**src/rtl/glyph_pkg.sv**
```systemverilog
// ============================================================================
// Module   : glyph_pkg
// Purpose  : Shared glyph geometry, colour word type and box-size helpers.
// Revision : 1.0 - initial release
// ============================================================================
`default_nettype none

package glyph_pkg;

  localparam int GLYPH_W  = 8;
  localparam int GLYPH_H  = 16;
  localparam int GLYPH_AW = 7;
  localparam int COLOR_W  = 16;

  typedef logic [COLOR_W-1:0] color_t;

  function automatic int box_w(input int scale_log2);
    return GLYPH_W << scale_log2;
  endfunction

  function automatic int box_h(input int scale_log2);
    return GLYPH_H << scale_log2;
  endfunction

endpackage

`default_nettype wire

```
**src/rtl/pipe_delay.sv**
```systemverilog
// ============================================================================
// Module   : pipe_delay
// Purpose  : WIDTH x DEPTH register chain with a per-bit reset value.
// Revision : 1.0 - initial release
// ============================================================================
`default_nettype none

module pipe_delay #(
  parameter int               WIDTH   = 1,
  parameter int               DEPTH   = 1,
  parameter logic [WIDTH-1:0] RST_VAL = '0
) (
  input  logic             clock,
  input  logic             reset,
  input  logic [WIDTH-1:0] din,
  output logic [WIDTH-1:0] dout
);

  logic [WIDTH-1:0] stage [DEPTH];

  generate
    for (genvar i = 0; i < DEPTH; i++) begin : g_stage
      if (i == 0) begin : g_first
        always_ff @(posedge clock or posedge reset) begin
          if (reset) stage[i] <= RST_VAL;
          else       stage[i] <= din;
        end
      end else begin : g_next
        always_ff @(posedge clock or posedge reset) begin
          if (reset) stage[i] <= RST_VAL;
          else       stage[i] <= stage[i-1];
        end
      end
    end
  endgenerate

  assign dout = stage[DEPTH-1];

endmodule

`default_nettype wire

```
**src/rtl/glyph_pixel_gen.sv**
```systemverilog
// ============================================================================
// Module   : glyph_pixel_gen
// Purpose  : Drives a 128x1 glyph ROM from raster coordinates and emits one
//            scaled character box, realigned with delayed sync/DE (3 clocks).
//            Optional blink controlled by macro GLYPH_BLINK_EN.
// Revision : 1.0 - initial release
// ============================================================================
`default_nettype none

module glyph_pixel_gen
  import glyph_pkg::*;
#(
  parameter int                 ORG_X        = 100,
  parameter int                 ORG_Y        = 50,
  parameter int                 SCALE_LOG2   = 1,
  parameter int                 COLOR_W      = 16,
  parameter logic [COLOR_W-1:0] FG_COLOR     = 16'hFFFF,
  parameter logic [COLOR_W-1:0] BG_COLOR     = 16'h0000,
  parameter logic               SYNC_IDLE    = 1'b1,
  parameter int                 BLINK_FRAMES = 30
) (
  input  logic                clock,
  input  logic                reset,
  input  logic [10:0]         pix_x,
  input  logic [10:0]         pix_y,
  input  logic                pix_de,
  input  logic                hsync_in,
  input  logic                vsync_in,
  output logic [GLYPH_AW-1:0] rom_address,
  input  logic                rom_q,
  output logic [COLOR_W-1:0]  rgb_out,
  output logic                glyph_hit,
  output logic                de_out,
  output logic                hsync_out,
  output logic                vsync_out
);

  localparam logic [31:0] X_LO  = 32'(ORG_X);
  localparam logic [31:0] X_HI  = 32'(ORG_X + box_w(SCALE_LOG2));
  localparam logic [31:0] Y_LO  = 32'(ORG_Y);
  localparam logic [31:0] Y_HI  = 32'(ORG_Y + box_h(SCALE_LOG2));
  localparam logic [10:0] ORG_X11 = 11'(ORG_X);
  localparam logic [10:0] ORG_Y11 = 11'(ORG_Y);

  logic [31:0] x_wide;
  logic [31:0] y_wide;
  logic        in_box;
  logic [10:0] dx;
  logic [10:0] dy;
  logic [10:0] dx_scaled;
  logic [10:0] dy_scaled;
  logic [2:0]  col;
  logic [3:0]  row;

  // Range check is done on the raw coordinates so the offsets below never
  // matter outside the box (their wrap is masked by in_box).
  assign x_wide    = {21'd0, pix_x};
  assign y_wide    = {21'd0, pix_y};
  assign in_box    = (x_wide >= X_LO) && (x_wide < X_HI) &&
                     (y_wide >= Y_LO) && (y_wide < Y_HI);
  assign dx        = pix_x - ORG_X11;
  assign dy        = pix_y - ORG_Y11;
  assign dx_scaled = dx >> SCALE_LOG2;
  assign dy_scaled = dy >> SCALE_LOG2;
  assign col       = dx_scaled[2:0];
  assign row       = dy_scaled[3:0];

  always_ff @(posedge clock or posedge reset) begin
    if (reset) rom_address <= '0;
    else       rom_address <= in_box ? {row, col} : '0;
  end

  logic s1_in_box;
  logic s1_de;
  logic s1_hsync;
  logic s1_vsync;

  pipe_delay #(
    .WIDTH   (4),
    .DEPTH   (2),
    .RST_VAL ({1'b0, 1'b0, SYNC_IDLE, SYNC_IDLE})
  ) u_sideband (
    .clock (clock),
    .reset (reset),
    .din   ({in_box, pix_de, hsync_in, vsync_in}),
    .dout  ({s1_in_box, s1_de, s1_hsync, s1_vsync})
  );

`ifdef GLYPH_BLINK_EN
  localparam int CNT_W = (BLINK_FRAMES > 1) ? $clog2(BLINK_FRAMES) : 1;

  logic [CNT_W-1:0] frame_cnt;
  logic             vsync_prev;
  logic             visible;

  always_ff @(posedge clock or posedge reset) begin
    if (reset) begin
      frame_cnt  <= '0;
      vsync_prev <= SYNC_IDLE;
      visible    <= 1'b1;
    end else begin
      vsync_prev <= vsync_in;
      if ((vsync_prev == SYNC_IDLE) && (vsync_in != SYNC_IDLE)) begin
        if (frame_cnt == CNT_W'(BLINK_FRAMES - 1)) begin
          frame_cnt <= '0;
          visible   <= ~visible;
        end else begin
          frame_cnt <= frame_cnt + 1'b1;
        end
      end
    end
  end
`else
  logic visible;
  assign visible = 1'b1;
`endif

  always_ff @(posedge clock or posedge reset) begin
    if (reset) begin
      rgb_out   <= '0;
      glyph_hit <= 1'b0;
      de_out    <= 1'b0;
      hsync_out <= SYNC_IDLE;
      vsync_out <= SYNC_IDLE;
    end else begin
      if (!s1_de)                            rgb_out <= '0;
      else if (s1_in_box && rom_q && visible) rgb_out <= FG_COLOR;
      else                                   rgb_out <= BG_COLOR;
      glyph_hit <= s1_de & s1_in_box;
      de_out    <= s1_de;
      hsync_out <= s1_hsync;
      vsync_out <= s1_vsync;
    end
  end

endmodule

`default_nettype wire

```
**config.mk**
```make
export PLATFORM = sky130hd
export DESIGN_NAME = glyph_pixel_gen
export DESIGN_NICKNAME = d
export VERILOG_FILES = /design/src/rtl/glyph_pkg.sv /design/src/rtl/pipe_delay.sv /design/src/rtl/glyph_pixel_gen.sv
export SDC_FILE = /design/constraint.sdc
export NUM_CORES = 1
export LEC_CHECK = 0
export ABC_CLOCK_PERIOD_IN_PS = 1050
export BUFFER_PORTS_ARGS = -buffer_cell sky130_fd_sc_hd__buf_2
export CORE_ASPECT_RATIO = 0.75
export CORE_UTILIZATION = 37
export DETAILED_ROUTE_END_ITERATION = 8
export PLACE_DENSITY_LB_ADDON = 0.25
export SYNTH_ARGS = -nofsm -noshare
export SYNTH_HDL_FRONTEND = slang
export SYNTH_SLANG_ARGS = --single-unit
```
**constraint.sdc**
```tcl
create_clock -name clock -period 1.05 [get_ports clock]
set_clock_uncertainty 0.2 [all_clocks]
set_input_delay 0.21 -clock clock [delete_from_list [all_inputs] [get_ports clock]]
set_output_delay 0.21 -clock clock [all_outputs]
set_load 0.05 [all_outputs]
```
==> metrics, run 1 <==
outcome finished with violations; failing checks hold timing, setup timing; post-route core utilization 70.8%; most frequent cells in the layout buf_4, buf_2, buf_6; area leader, netlist dfrtp_1; clk slew on worst S/H paths 0.11 ns; share of cells above drive strength 1 76.4%; Cells after Synth 67; ANT nets after route 0; Slew Viols, Final 0; nets 154; CP arrival 1.07 ns; die width 58.9 µm; Slew @ Worst Pin 0.463 ns; H-tree Lvls 1; via-per-instance ratio 4.45; clock tree buffer depth 2; PortBufs 54; Crit-path slowest cell dfrtp_4; Global Route Usage Sum 15.2%; top-area cell type share of the netlist area 39.0%; RSZ-0062 raised after global routing true; Worst path max stage delay 0.56 ns; # Post-CTS Setup Buffers 0; commonest non-fill, non-tap cell in the layout buf_4; Final Cell Area 1620 µm²; Seq/Total Area, Yosys 56.5%; fmax 676 MHz; Worst slew margin 69.1%; vias in the first global route 637; # rows 15; Design Power 1720 µW; fin crit share 141%; critical path fanouts, max 16; Final Critical Period 1.48 ns; synthesized cell area 898 µm²; DP Wirelength 1320 µm; CP delay by family, top flip-flops; first-pass GRT wire length 2880 µm; die area 2630 µm²; clk root buf clkbuf_4; CP Class flop to output port; Initial Util 39.2%; Distinct cells, synth 22; synth warn 0; worst setup margin -0.430 ns; Pre-Repair DR Iteration Count 3; Layout area overhead 80.5%; Num CTS Buffers 3; syn_area_per_cell 13.4 µm²; RePlAce Congestion 0.697; routed vias 699; initial antenna violation count 0; n_diodes 0; Setup Viol. Count Final 35; P_leak 0.000751 µW; hold buffers post-CTS 5; hold slack -0.0242 ns; number of synthesized register bits 20; peak supply drop 502 µV; die height 44.7 µm; CP Cell Sequence buf_4; CTS tree built; crit end category output port; crit path launch type flop; dpl ws -0.524 ns; DRC 0; core area 2290 µm²; total routed wirelength 1980 µm; Hold WC Path Type input pin to flop; Placed Area 1260 µm²; largest net degree at the start of global routing 21; Wirelength per Cell 12.6 µm; DRT iter0 DRCs 5; Boundary Pins 55; Pwr Density 1060 nW/µm²; critical path required time 0.64 ns; Buf/Inv on CP 1; Post-Syn Nets 97; Overflow after GRT 0; Max Cap Viol 0; count of final hold-check violations 2; CTS sink cnt 20; Clock Latency Late Sink 0.29 ns; synth top area cells dfrtp_1, dfstp_2, buf_4
power breakdown:
group | internal [µW] | switching (µW)
Sequential | 797 | 7.26
Combinational | 165 | 148
Clock | 386 | 220
repair_timing:
item	CTS	global route
resized for setup	53	16
pin swaps	10	5
setup endpoints to repair	35	35
hold endpoints to repair	26	2
cells in the mapped netlist:
cell type and n:
and2_1 1, and3_1 1, buf_4 15, dfrtp_1 14, dfstp_2 6, ha_1 2
inv_1 4, nand2b_1 2, nand4bb_1 1, nor2b_1 1, nor3_1 2, nor4_1 5
nor4_4 2, nor4b_1 3, o2111ai_4 1, o211a_1 1, o21ai_0 1, o21ai_2 1
o221a_2 1, or3_1 1, xnor2_1 1, xor2_1 1
final cells by class:
type | count | area [µm²]
clock buffers | 3 | 22.5
clock inverters | 1 | 30.0
fillers | 163 | 668
inverters | 4 | 32.5
multi-input cells | 28 | 398
flip-flops and latches | 20 | 512
well taps | 34 | 42.5
repair buffers | 67 | 584
worst min-delay path, stage by stage:
cell and delay, ns:
buf_8 0.08, buf_4 0.11, nor4_2 0.04
stage by stage:
stage	TNS (ns)	hold slack, ns	std cells
final	-10.55	-0.0242	157
after global routing	-11.92	-0.0335	157
after CTS	-10.55	-0.0319	157
after detailed placement	-5.83	0.0410	148
after global placement	-5.24	0.0284	148
after floorplan	-4.83	-0.0306	67
state kept, by name, indices dropped and copies added (netlist names):
| name | count |
|---|---|
| rgb_out | 1 |
| u_sideband.stage | 4 |
| glyph_hit | 1 |
| de_out | 1 |
| rom_address | 7 |
| vsync_out | 1 |
| u_sideband.dout | 4 |
| hsync_out | 1 |
cell families (layout without fill, tap and decap cells):
family	after synthesis	in the layout	share of synthesized area, %
AO/OA/AOI/OAI	5	5	6.82
adder cells (fa/ha/maj)	2	2	2.79
flip-flops	20	20	56.5
XOR/XNOR	2	2	1.95
buffers and inverters	19	75	14.2
AND/OR/NAND/NOR	19	19	17.7
final timing paths:
check                                    from                 end  slack, ns  cells after the start
setup / recovery                  rgb_out[14]          rgb_out[1]      -0.43                      1
hold / removal                       pix_y[1]      rom_address[3]      -0.02                      3
setup reg to reg           u_sideband.dout[2]         rgb_out[14]       0.21                      1
hold reg to reg            u_sideband.dout[1]           hsync_out       0.16                      0
max in group asynchronous               reset  u_sideband.dout[1]       0.17                      4
min in group asynchronous               reset      rom_address[1]       0.27                      4
metal layers:
metal | up-vias | GRT usage [%] | wire (µm)
met5 | - | 0 | 0
met2 | 28 | 26.1 | 1080
met4 | 0 | 2.86 | 0
met1 | 338 | 19.2 | 798
met3 | 0 | 4.39 | 106
li1 | 333 | - | -
(Power assumes the default switching activity.)
==> run 2: changes to the inputs <==
--- a/config.mk
+++ b/config.mk
@@ -5,6 +5,7 @@
 export SDC_FILE = /design/constraint.sdc
 export NUM_CORES = 1
 export LEC_CHECK = 0
+export ABC_AREA = 1
 export ABC_CLOCK_PERIOD_IN_PS = 1050
 export BUFFER_PORTS_ARGS = -buffer_cell sky130_fd_sc_hd__buf_2
 export CORE_ASPECT_RATIO = 0.75
==> run 2 against run 1 <==
Against the previous run: the flow finishes with violations (setup timing); register-to-register slack better by 0.03 ns; sequential share of layout area is 2.2 points higher; non-clock buffer count grew 3; wire length down 18%; critical path depth is the same; via count grew 5.6%.
==> metrics, run 2 <==
Num CTS Buffers 3; die width 58.5 µm; first-pass GRT wire length 2580 µm; Global Route Usage Sum 13.7%; Cells after Synth 93; CTS tree built; async set-or-reset flop fraction in the synthesized netlist 100%; initial antenna violation count 0; synth warn 0; Largest Register rom_address; Worst path max stage delay 0.49 ns; CTS sink cnt 20; Design Power 1690 µW; DRC 0; routed vias 738; P_leak 0.000820 µW; nets 183; Largest register FFs 7; crit end category output port; via-per-instance ratio 4.01; clk root buf clkbuf_4; Final Critical Period 1.48 ns; vias in the first global route 665; die height 44.3 µm; Max Cap Viol 0; Slew Viols, Final 0; Fill cells 146; count of final hold-check violations 0; fin crit share 141%; Hold WC Path Type input pin to flop; total routed wirelength 1620 µm; peak supply drop 536 µV; fmax 678 MHz; DRT iter0 DRCs 1; Wirelength per Cell 8.82 µm; core area 2120 µm²; critical path fanouts, max 16; Distinct cells, synth 13; # Post-CTS Setup Buffers 0; DP Wirelength 1240 µm; Overflow after GRT 0; Post-Syn Nets 123; number of synthesized register bits 20; share of cells above drive strength 1 65.1%; outcome finished with violations; CP arrival 1.07 ns; Setup Viol. Count Final 34; EDFF count, synth 0; Boundary Pins 55; die area 2590 µm²; PortBufs 54; n_diodes 0; register area 512 µm²; ys flop type dfrtp_1; Seq/Total Area, Yosys 57.4%; failing checks setup timing; Layout area overhead 71.4%; Slew @ Worst Pin 0.248 ns; RePlAce Congestion 0.678; Buf/Inv on CP 1; Worst slew margin 83.6%; Initial Util 41.7%; Pwr Density 1110 nW/µm²; clk slew on worst S/H paths 0.11 ns; largest net degree at the start of global routing 21; critical path required time 0.64 ns; top-area cell type share of the netlist area 39.6%; count leader, synth nor2_1; Commonest cells post-synth nor2_1, inv_1, buf_4; H-tree Lvls 1; post-route core utilization 71.5%; synth top area cells dfrtp_1, dfstp_2, buf_4; ANT nets after route 0; synthesized cell area 885 µm²; crit path launch type flop; clock tree buffer depth 2; most frequent cells in the layout buf_2, dfrtp_1, nor2_1; CP Cell Sequence buf_2; syn_area_per_cell 9.51 µm²; CP delay by family, top flip-flops; Pre-Repair DR Iteration Count 4; area of the multi-input gates 273 µm²; commonest non-fill, non-tap cell in the layout buf_2; # rows 14; Crit-path slowest cell dfrtp_4; area leader, netlist dfrtp_1; Clock Latency Late Sink 0.29 ns; RSZ-0062 raised after global routing true; CP Class flop to output port; worst setup margin -0.425 ns
run 2: per-layer routing:
layer,part of all wire [%],global-route usage [%],up-vias
met5,0,0,-
met4,0.74,7.14,0
met3,8.1,3.80,2
met2,52,25.7,36
met1,39,14.0,325
li1,-,-,375
run 2: area by class of cell:
| type | instances | area share [%] |
|---|---|---|
| clock buffers | 3 | 1.49 |
| clock inverters | 1 | 1.98 |
| inverters | 16 | 6.44 |
| multi-input cells | 42 | 18.0 |
| flip-flops and latches | 20 | 33.7 |
| well taps | 32 | 2.64 |
| repair buffers | 70 | 35.7 |
run 2: worst paths after layout:
kind                                          start  cells after the start                  to  slack (ns)
worst max-delay path                    rgb_out[14]                      1         rgb_out[11]       -0.43
worst min-delay path                       pix_y[2]                      4      rom_address[4]        0.04
worst max register to register   u_sideband.dout[2]                      2         rgb_out[14]        0.24
worst min register to register  u_sideband.stage[6]                      0  u_sideband.dout[2]        0.16
max in group asynchronous                     reset                      4           hsync_out        0.16
min in group asynchronous                     reset                      4      rom_address[1]        0.28
run 2: logic make-up after synthesis:
family | count (synthesis) | synth area share, %
AOI/OAI and AO/OA | 2 | 1.56
xor gates and xnor gates | 2 | 1.98
adders and majority gates | 2 | 2.83
buffers and inverters | 31 | 19.5
DFF | 20 | 57.4
and+or+nand+nor | 36 | 16.7
run 2: power by group:
| part | total (µW) | switching, µW | internal [µW] |
|---|---|---|---|
| clock | 610 | 225 | 385 |
| combinational | 273 | 125 | 148 |
| sequential | 803 | 6.57 | 797 |
| total | 1690 | 356 | 1330 |
run 2: through the flow:
stage          hold slack (ns)  instance area, µm²  setup WS (ns)  setup TNS (ns)  instances
2_1_floorplan          -0.0306                 951         -0.173           -3.70         93
3_3_place_gp            0.0326                1240         -0.392           -4.72        174
3_5_place_dp            0.0287                1240         -0.436           -5.07        174
4_1_cts                 0.0185                1480         -0.442           -9.64        184
5_1_grt                 0.0205                1520         -0.500          -11.41        184
6_report                0.0441                1520         -0.425           -9.34        184
run 2: repair_timing:
item,in CTS,in global routing
pin swaps,10,4
endpoints found under the hold margin,25,0
hold buffers,6,0
gates cloned,0,0
resized for setup,38,15
setup endpoints to repair,35,35
